===== src/rtl/systolic_drain_if.sv =====
// Row-stream interface between systolic_drain and its downstream consumer.
// Parameters must match the systolic_drain instance that uses it.
//   row_data_o : N elements of one result row, element j in bits of index j
//   row_idx_o  : index of the row currently presented
//   valid_o    : a beat is presented this cycle
//   last_o     : the presented row is row N-1
//   ready_i    : consumer accepts the beat when valid_o && ready_i at clk rise
// Modports: master = drain side, slave = consumer side.
interface systolic_drain_if #(
  parameter int NUM_BITS = 8,
  parameter int N        = 4
);
  localparam int RW = (N > 1) ? $clog2(N) : 1;

  logic [N-1:0][NUM_BITS-1:0] row_data_o;
  logic [RW-1:0]              row_idx_o;
  logic                       valid_o;
  logic                       last_o;
  logic                       ready_i;

  modport master (
    output row_data_o, row_idx_o, valid_o, last_o,
    input  ready_i
  );

  modport slave (
    input  row_data_o, row_idx_o, valid_o, last_o,
    output ready_i
  );
endinterface


===== src/rtl/systolic_drain.sv =====
// systolic_drain: result-side companion of the systolic array.
// On a done_i pulse the whole N x N result matrix is copied into a local
// snapshot, then streamed out one row per beat over a valid/ready interface,
// so the array can start its next tile while the results drain.
// Ports:
//   clk       : system clock, rising edge
//   rst       : asynchronous, active-high reset
//   C_i       : result matrix, C_i[r][c]; sampled only on an accepted done_i
//   done_i    : one-cycle pulse, C_i is final this cycle
//   row_if    : row stream (master side), see systolic_drain_if
//   busy_o    : a snapshot is held and being streamed
//   overrun_o : one-cycle pulse, a done_i arrived mid-stream and was dropped
module systolic_drain #(
  parameter int NUM_BITS = 8,
  parameter int N        = 4
) (
  input  logic                               clk,
  input  logic                               rst,
  input  logic [N-1:0][N-1:0][NUM_BITS-1:0]  C_i,
  input  logic                               done_i,
  systolic_drain_if.master                   row_if,
  output logic                               busy_o,
  output logic                               overrun_o
);

  localparam int RW = (N > 1) ? $clog2(N) : 1;
  localparam logic [RW-1:0] LAST_ROW = RW'(N - 1);

  typedef enum logic {IDLE, STREAM} state_t;

  state_t                            state_q, state_d;
  logic [RW-1:0]                     row_q, row_d;
  logic                              overrun_q, overrun_d;
  logic                              capture;
  logic                              handshake;
  logic                              at_last;
  logic [N-1:0][N-1:0][NUM_BITS-1:0] snap_q;

  assign handshake = (state_q == STREAM) && row_if.ready_i;
  assign at_last   = (row_q == LAST_ROW);

  // Next-state logic. A done_i is accepted in IDLE, or in STREAM only on the
  // cycle the final row completes its handshake; that back-to-back case
  // recaptures and restarts at row 0 with no idle bubble. Any other done_i
  // during STREAM is dropped and reported on overrun_o.
  always_comb begin
    // NOTE: every signal written here gets a default first so no path
    // leaves it unassigned, which would otherwise infer a latch.
    state_d   = state_q;
    row_d     = row_q;
    overrun_d = 1'b0;
    capture   = 1'b0;
    unique case (state_q)
      IDLE: begin
        if (done_i) begin
          capture = 1'b1;
          row_d   = '0;
          state_d = STREAM;
        end
      end
      STREAM: begin
        if (handshake && at_last) begin
          row_d = '0;
          if (done_i) capture = 1'b1;
          else        state_d = IDLE;
        end else begin
          if (handshake) row_d = row_q + RW'(1);
          if (done_i)    overrun_d = 1'b1;
        end
      end
      default: state_d = IDLE;
    endcase
  end

  always_ff @(posedge clk or posedge rst) begin
    if (rst) begin
      state_q   <= IDLE;
      row_q     <= '0;
      overrun_q <= 1'b0;
    end else begin
      state_q   <= state_d;
      row_q     <= row_d;
      overrun_q <= overrun_d;
    end
  end

  // NOTE: the snapshot is reset deliberately so row_data_o reads zero out of
  // reset; a buffer with no such requirement would normally be left unreset.
  always_ff @(posedge clk or posedge rst) begin
    if (rst)          snap_q <= '0;
    else if (capture) snap_q <= C_i;
  end

  // All outputs come straight from registers, so a stalled beat holds stable
  // and reset clears them without waiting for a clock edge.
  assign row_if.valid_o    = (state_q == STREAM);
  assign row_if.last_o     = (state_q == STREAM) && at_last;
  assign row_if.row_idx_o  = row_q;
  assign row_if.row_data_o = snap_q[row_q];
  assign busy_o            = (state_q == STREAM);
  assign overrun_o         = overrun_q;

endmodule


===== src/flat_wrapper.sv =====
// flat-port wrapper written by rule: the top's interface ports become plain ports
module systolic_drain_flat 
#(
  parameter int NUM_BITS = 8,
  parameter int N        = 4
)
  (clk, rst, C_i, done_i, busy_o, overrun_o, row_if_row_data_o, row_if_row_idx_o, row_if_valid_o, row_if_last_o, row_if_ready_i);
  systolic_drain_if #(.NUM_BITS(NUM_BITS), .N(N)) row_if_i ();
  input  logic clk;
  input  logic rst;
  input  logic [N-1:0][N-1:0][NUM_BITS-1:0] C_i;
  input  logic done_i;
  output logic busy_o;
  output logic overrun_o;
  output wire logic [$bits(row_if_i.row_data_o)-1:0] row_if_row_data_o;
  output wire logic [$bits(row_if_i.row_idx_o)-1:0] row_if_row_idx_o;
  output wire logic [$bits(row_if_i.valid_o)-1:0] row_if_valid_o;
  output wire logic [$bits(row_if_i.last_o)-1:0] row_if_last_o;
  input wire logic [$bits(row_if_i.ready_i)-1:0] row_if_ready_i;
  assign row_if_row_data_o = row_if_i.row_data_o;
  assign row_if_row_idx_o = row_if_i.row_idx_o;
  assign row_if_valid_o = row_if_i.valid_o;
  assign row_if_last_o = row_if_i.last_o;
  assign row_if_i.ready_i = row_if_ready_i;
  systolic_drain #(.NUM_BITS(NUM_BITS), .N(N)) u_core (.clk(clk), .rst(rst), .C_i(C_i), .done_i(done_i), .row_if(row_if_i), .busy_o(busy_o), .overrun_o(overrun_o));
endmodule

===== config.mk =====
export PLATFORM = sky130hd
export DESIGN_NAME = systolic_drain_flat
export DESIGN_NICKNAME = d
export VERILOG_FILES = /design/src/rtl/systolic_drain_if.sv /design/src/rtl/systolic_drain.sv /design/src/flat_wrapper.sv
export SDC_FILE = /design/constraint.sdc
export NUM_CORES = 1
export LEC_CHECK = 0
export ABC_AREA = 0
export BUFFER_PORTS_ARGS = -buffer_cell sky130_fd_sc_hd__buf_2
export CORE_UTILIZATION = 45
export CTS_BUF_LIST = sky130_fd_sc_hd__clkbuf_2 sky130_fd_sc_hd__clkbuf_4 sky130_fd_sc_hd__clkbuf_8
export CTS_CLUSTER_DIAMETER = 60
export DETAILED_ROUTE_END_ITERATION = 16
export PLACE_DENSITY = 0.64
export SYNTH_ARGS = -nofsm -noshare
export SYNTH_HDL_FRONTEND = slang
export SYNTH_SLANG_ARGS = --single-unit

===== constraint.sdc =====
create_clock -name clk -period 5.1 [get_ports clk]
set_input_delay 1.02 -clock clk [delete_from_list [all_inputs] [get_ports clk]]
set_output_delay 1.02 -clock clk [all_outputs]
set_load 0.05 [all_outputs]

==> impl_results.md <==
- Worst IR Drop VDD: 0.000341 V
- Die Y: 132 um
- Clk_skew: 0.0118 ns
- CP cell instances: buf_4 -> mux4_2 -> buf_2
- Layout area overhead: 16.0%
- Max Fanout on Critical Path: 24
- Post-CTS Setup Bufs: 0
- Storage cell area: 3310 um^2
- Synthesis Warnings: 0
- Vias: 5,287
- Worst-path clk slew: 0.08 ns
- Setup TNS: 0 ns
- Layout cells sized above 1: 47.8%
- Worst hold path class: register to register
- Met2 WL: 8820 um
- Top_reg_cell synth: dfrtp_1
- Sequential share of the synthesized area: 43.7%
- Drt first-iter violations: 344
- Placed cell count: 958
- DIE AREA: 17,300 um^2
- Post-synthesis async set-or-reset flop share: 100%
- First-pass GRT wire length: 29,400 um
- Worst Tran Pin Value: 1.12 ns
- Clock sinks: 132
- Slew HR: 25.2%
- Critical Path RT: 4.08 ns
- Most frequent cells in the layout: buf_2, dfrtp_1, nand2_1
- Post-CTS sizing: 0
- Cts bufs inserted: 17
- Worst path arrival time: 2.46 ns
- Fin. Hold Viols: 0
- M1 WL: 7760 um
- Vias per cell: 5.33
- Core Area: 16,500 um^2
- Final cell count without fillers: 992
- Worst r2r src: u_core.row_if.row_idx_o[1]$_DFFE_PP0P_
- Slowest Stage Delay on Critical Path: 0.83 ns
- Vias in the first global route: 5,634
- Initial antenna violation count: 3
- Gp weighted congestion: 0.778
- GRT Overall Usage: 21.6%
- CP max-delay cell: dfrtp_2
- Pwr dens: 696 nW/um^2
- Htree depth: 4
- Commonest non-fill, non-tap cell in the layout: buf_2
- Post-layout min period: 3.48 ns
- Cts-stage hold buffer count: 0
- Met3 WL post-DR: 864 um
- IO Pins: 170
- Max Clock Freq: 288 MHz
- Layout fillers: 1,483
- Clock Path Buffers: 2
- Status: complete, no violations
- Die width: 132 um
- Syn Area/Cell: 12.0 um^2
- Setup crit start kind: register
- Starting Density: 45.9%
- Pre-Repair DR Iteration Count: 4
- Seq cells post-synth: 132
- Top routing layer used: met5
- Input/output buffers: 169
- Clk Latency, worst-skew pair: 0.43 ns
- Synth Net Count: 761
- Post-synth EDFFs: 0
- Hold_sp: u_core.snap_q[118]$_DFFE_PP0P_
- CP delay by family, top: flip-flops
- CP bufs+invs: 2
- RSZ-0062 raised after global routing: false
- Largest net degree at the start of global routing: 131
- Root Buffer: clkbuf_8
- Routed len/inst: 17.8 um
- P_leak: 4.13 nW
- Crit share post-route: 68.2%
- Remaining DRCs: 0
- CTS tree: yes
- Tot Pwr: 6.10 mW
- Max cap viols: 0
- Netlist Area Pre-Place: 7560 um^2
- Crit Path Class: register to output pin
- CP Capture Type: output pin
- Row cnt: 47
- Pins over their slew limit: 0
- Post-layout nets: 890
- Post-Syn Instances: 628
- Netlist cell types: 20
- DRT Wirelength: 17,600 um
- Setup crit start: u_core.row_if.row_idx_o[0]$_DFFE_PP0P_
- Grt total ovfl: 0
- DPL Wire Length: 11,000 um
- Multi-input gate area: 3340 um^2
- Final setup fails: 0
- Antenna viol nets, final: 0
==> final cells by class <==
class,instances,share of cell area (%)
Inverter,129,5.58
Multi-Input combinational cell,301,38.1
Tap cell,220,3.14
Clock inverter,10,1.48
Clock buffer,22,3.24
Antenna cell,2,0.0571
Sequential cell,132,37.7
Timing Repair Buffer,176,10.7
==> stage by stage <==
step	utilization (%)	hold WS [ns]	worst slack (ns)	cell area (um^2)
finish	53.3	0.544	1.62	8770
global route	53.2	0.570	1.43	8770
CTS	53.2	0.547	1.52	8760
detailed placement	50.7	0.535	1.91	8350
global placement	50.7	0.528	1.98	8350
floorplan	-	0.516	0.554	7560
==> flip-flops by register name (all words and copies together) (netlist names) <==
| register | flops |
|---|---|
| u_core.busy_o | 1 |
| u_core.overrun_o | 1 |
| u_core.row_if.row_idx_o | 2 |
| u_core.snap_q | 128 |
==> report_power, final <==
group          total [mW]  switching, mW  internal, mW
clock               0.929          0.407         0.522
sequential           1.94          0.383          1.56
combinational        3.23           1.82          1.42
total                6.10           2.61          3.50
==> synthesized netlist by cell type, types with 2 or more instances <==
library cell	count	area [um^2]
buf_4	12	90.1
and2_1	2	12.5
buf_2	25	125
inv_1	129	484
buf_6	16	180
mux4_2	32	721
clkbuf_1	13	48.8
a31o_2	2	17.5
o32ai_2	120	1950
dfrtp_1	132	3300
o32ai_1	8	70.1
nand2_1	129	484
==> cell families after synthesis <==
| family | count (synthesis) | synth area share (%) |
|---|---|---|
| buffers and inverters | 195 | 12.3 |
| and+or+nand+nor | 137 | 7.18 |
| DFF | 132 | 43.7 |
| AOI/OAI and AO/OA | 131 | 27.1 |
| muxes | 32 | 9.53 |
| adders and majority gates | 1 | 0.166 |
==> tightest hold or removal path: cells and delay by family (launching register included) <==
family,cells,cell delay [ns]
compound gates,1,0.07
buf+inv,1,0.05
flops,1,0.38
==> path summary, 6_finish.rpt <==
kind	cells after the start	to	slack [ns]
max	3	row_if_row_data_o[23]	1.62
min	2	u_core.snap_q[118]$_DFFE_PP0P_	0.54
max reg2reg	4	u_core.snap_q[59]$_DFFE_PP0P_	1.94
min reg2reg	2	u_core.snap_q[118]$_DFFE_PP0P_	0.54
max in group asynchronous	3	u_core.snap_q[119]$_DFFE_PP0P_	3.22
min in group asynchronous	2	u_core.snap_q[15]$_DFFE_PP0P_	0.75
==> layer usage <==
metal  vias up  GRT usage (%)
met5         -              0
met4         2           7.75
met3        14           4.75
met2       138           34.5
met1      2671           29.1
li1       2462              -
Power figures use the tool's default switching activity.
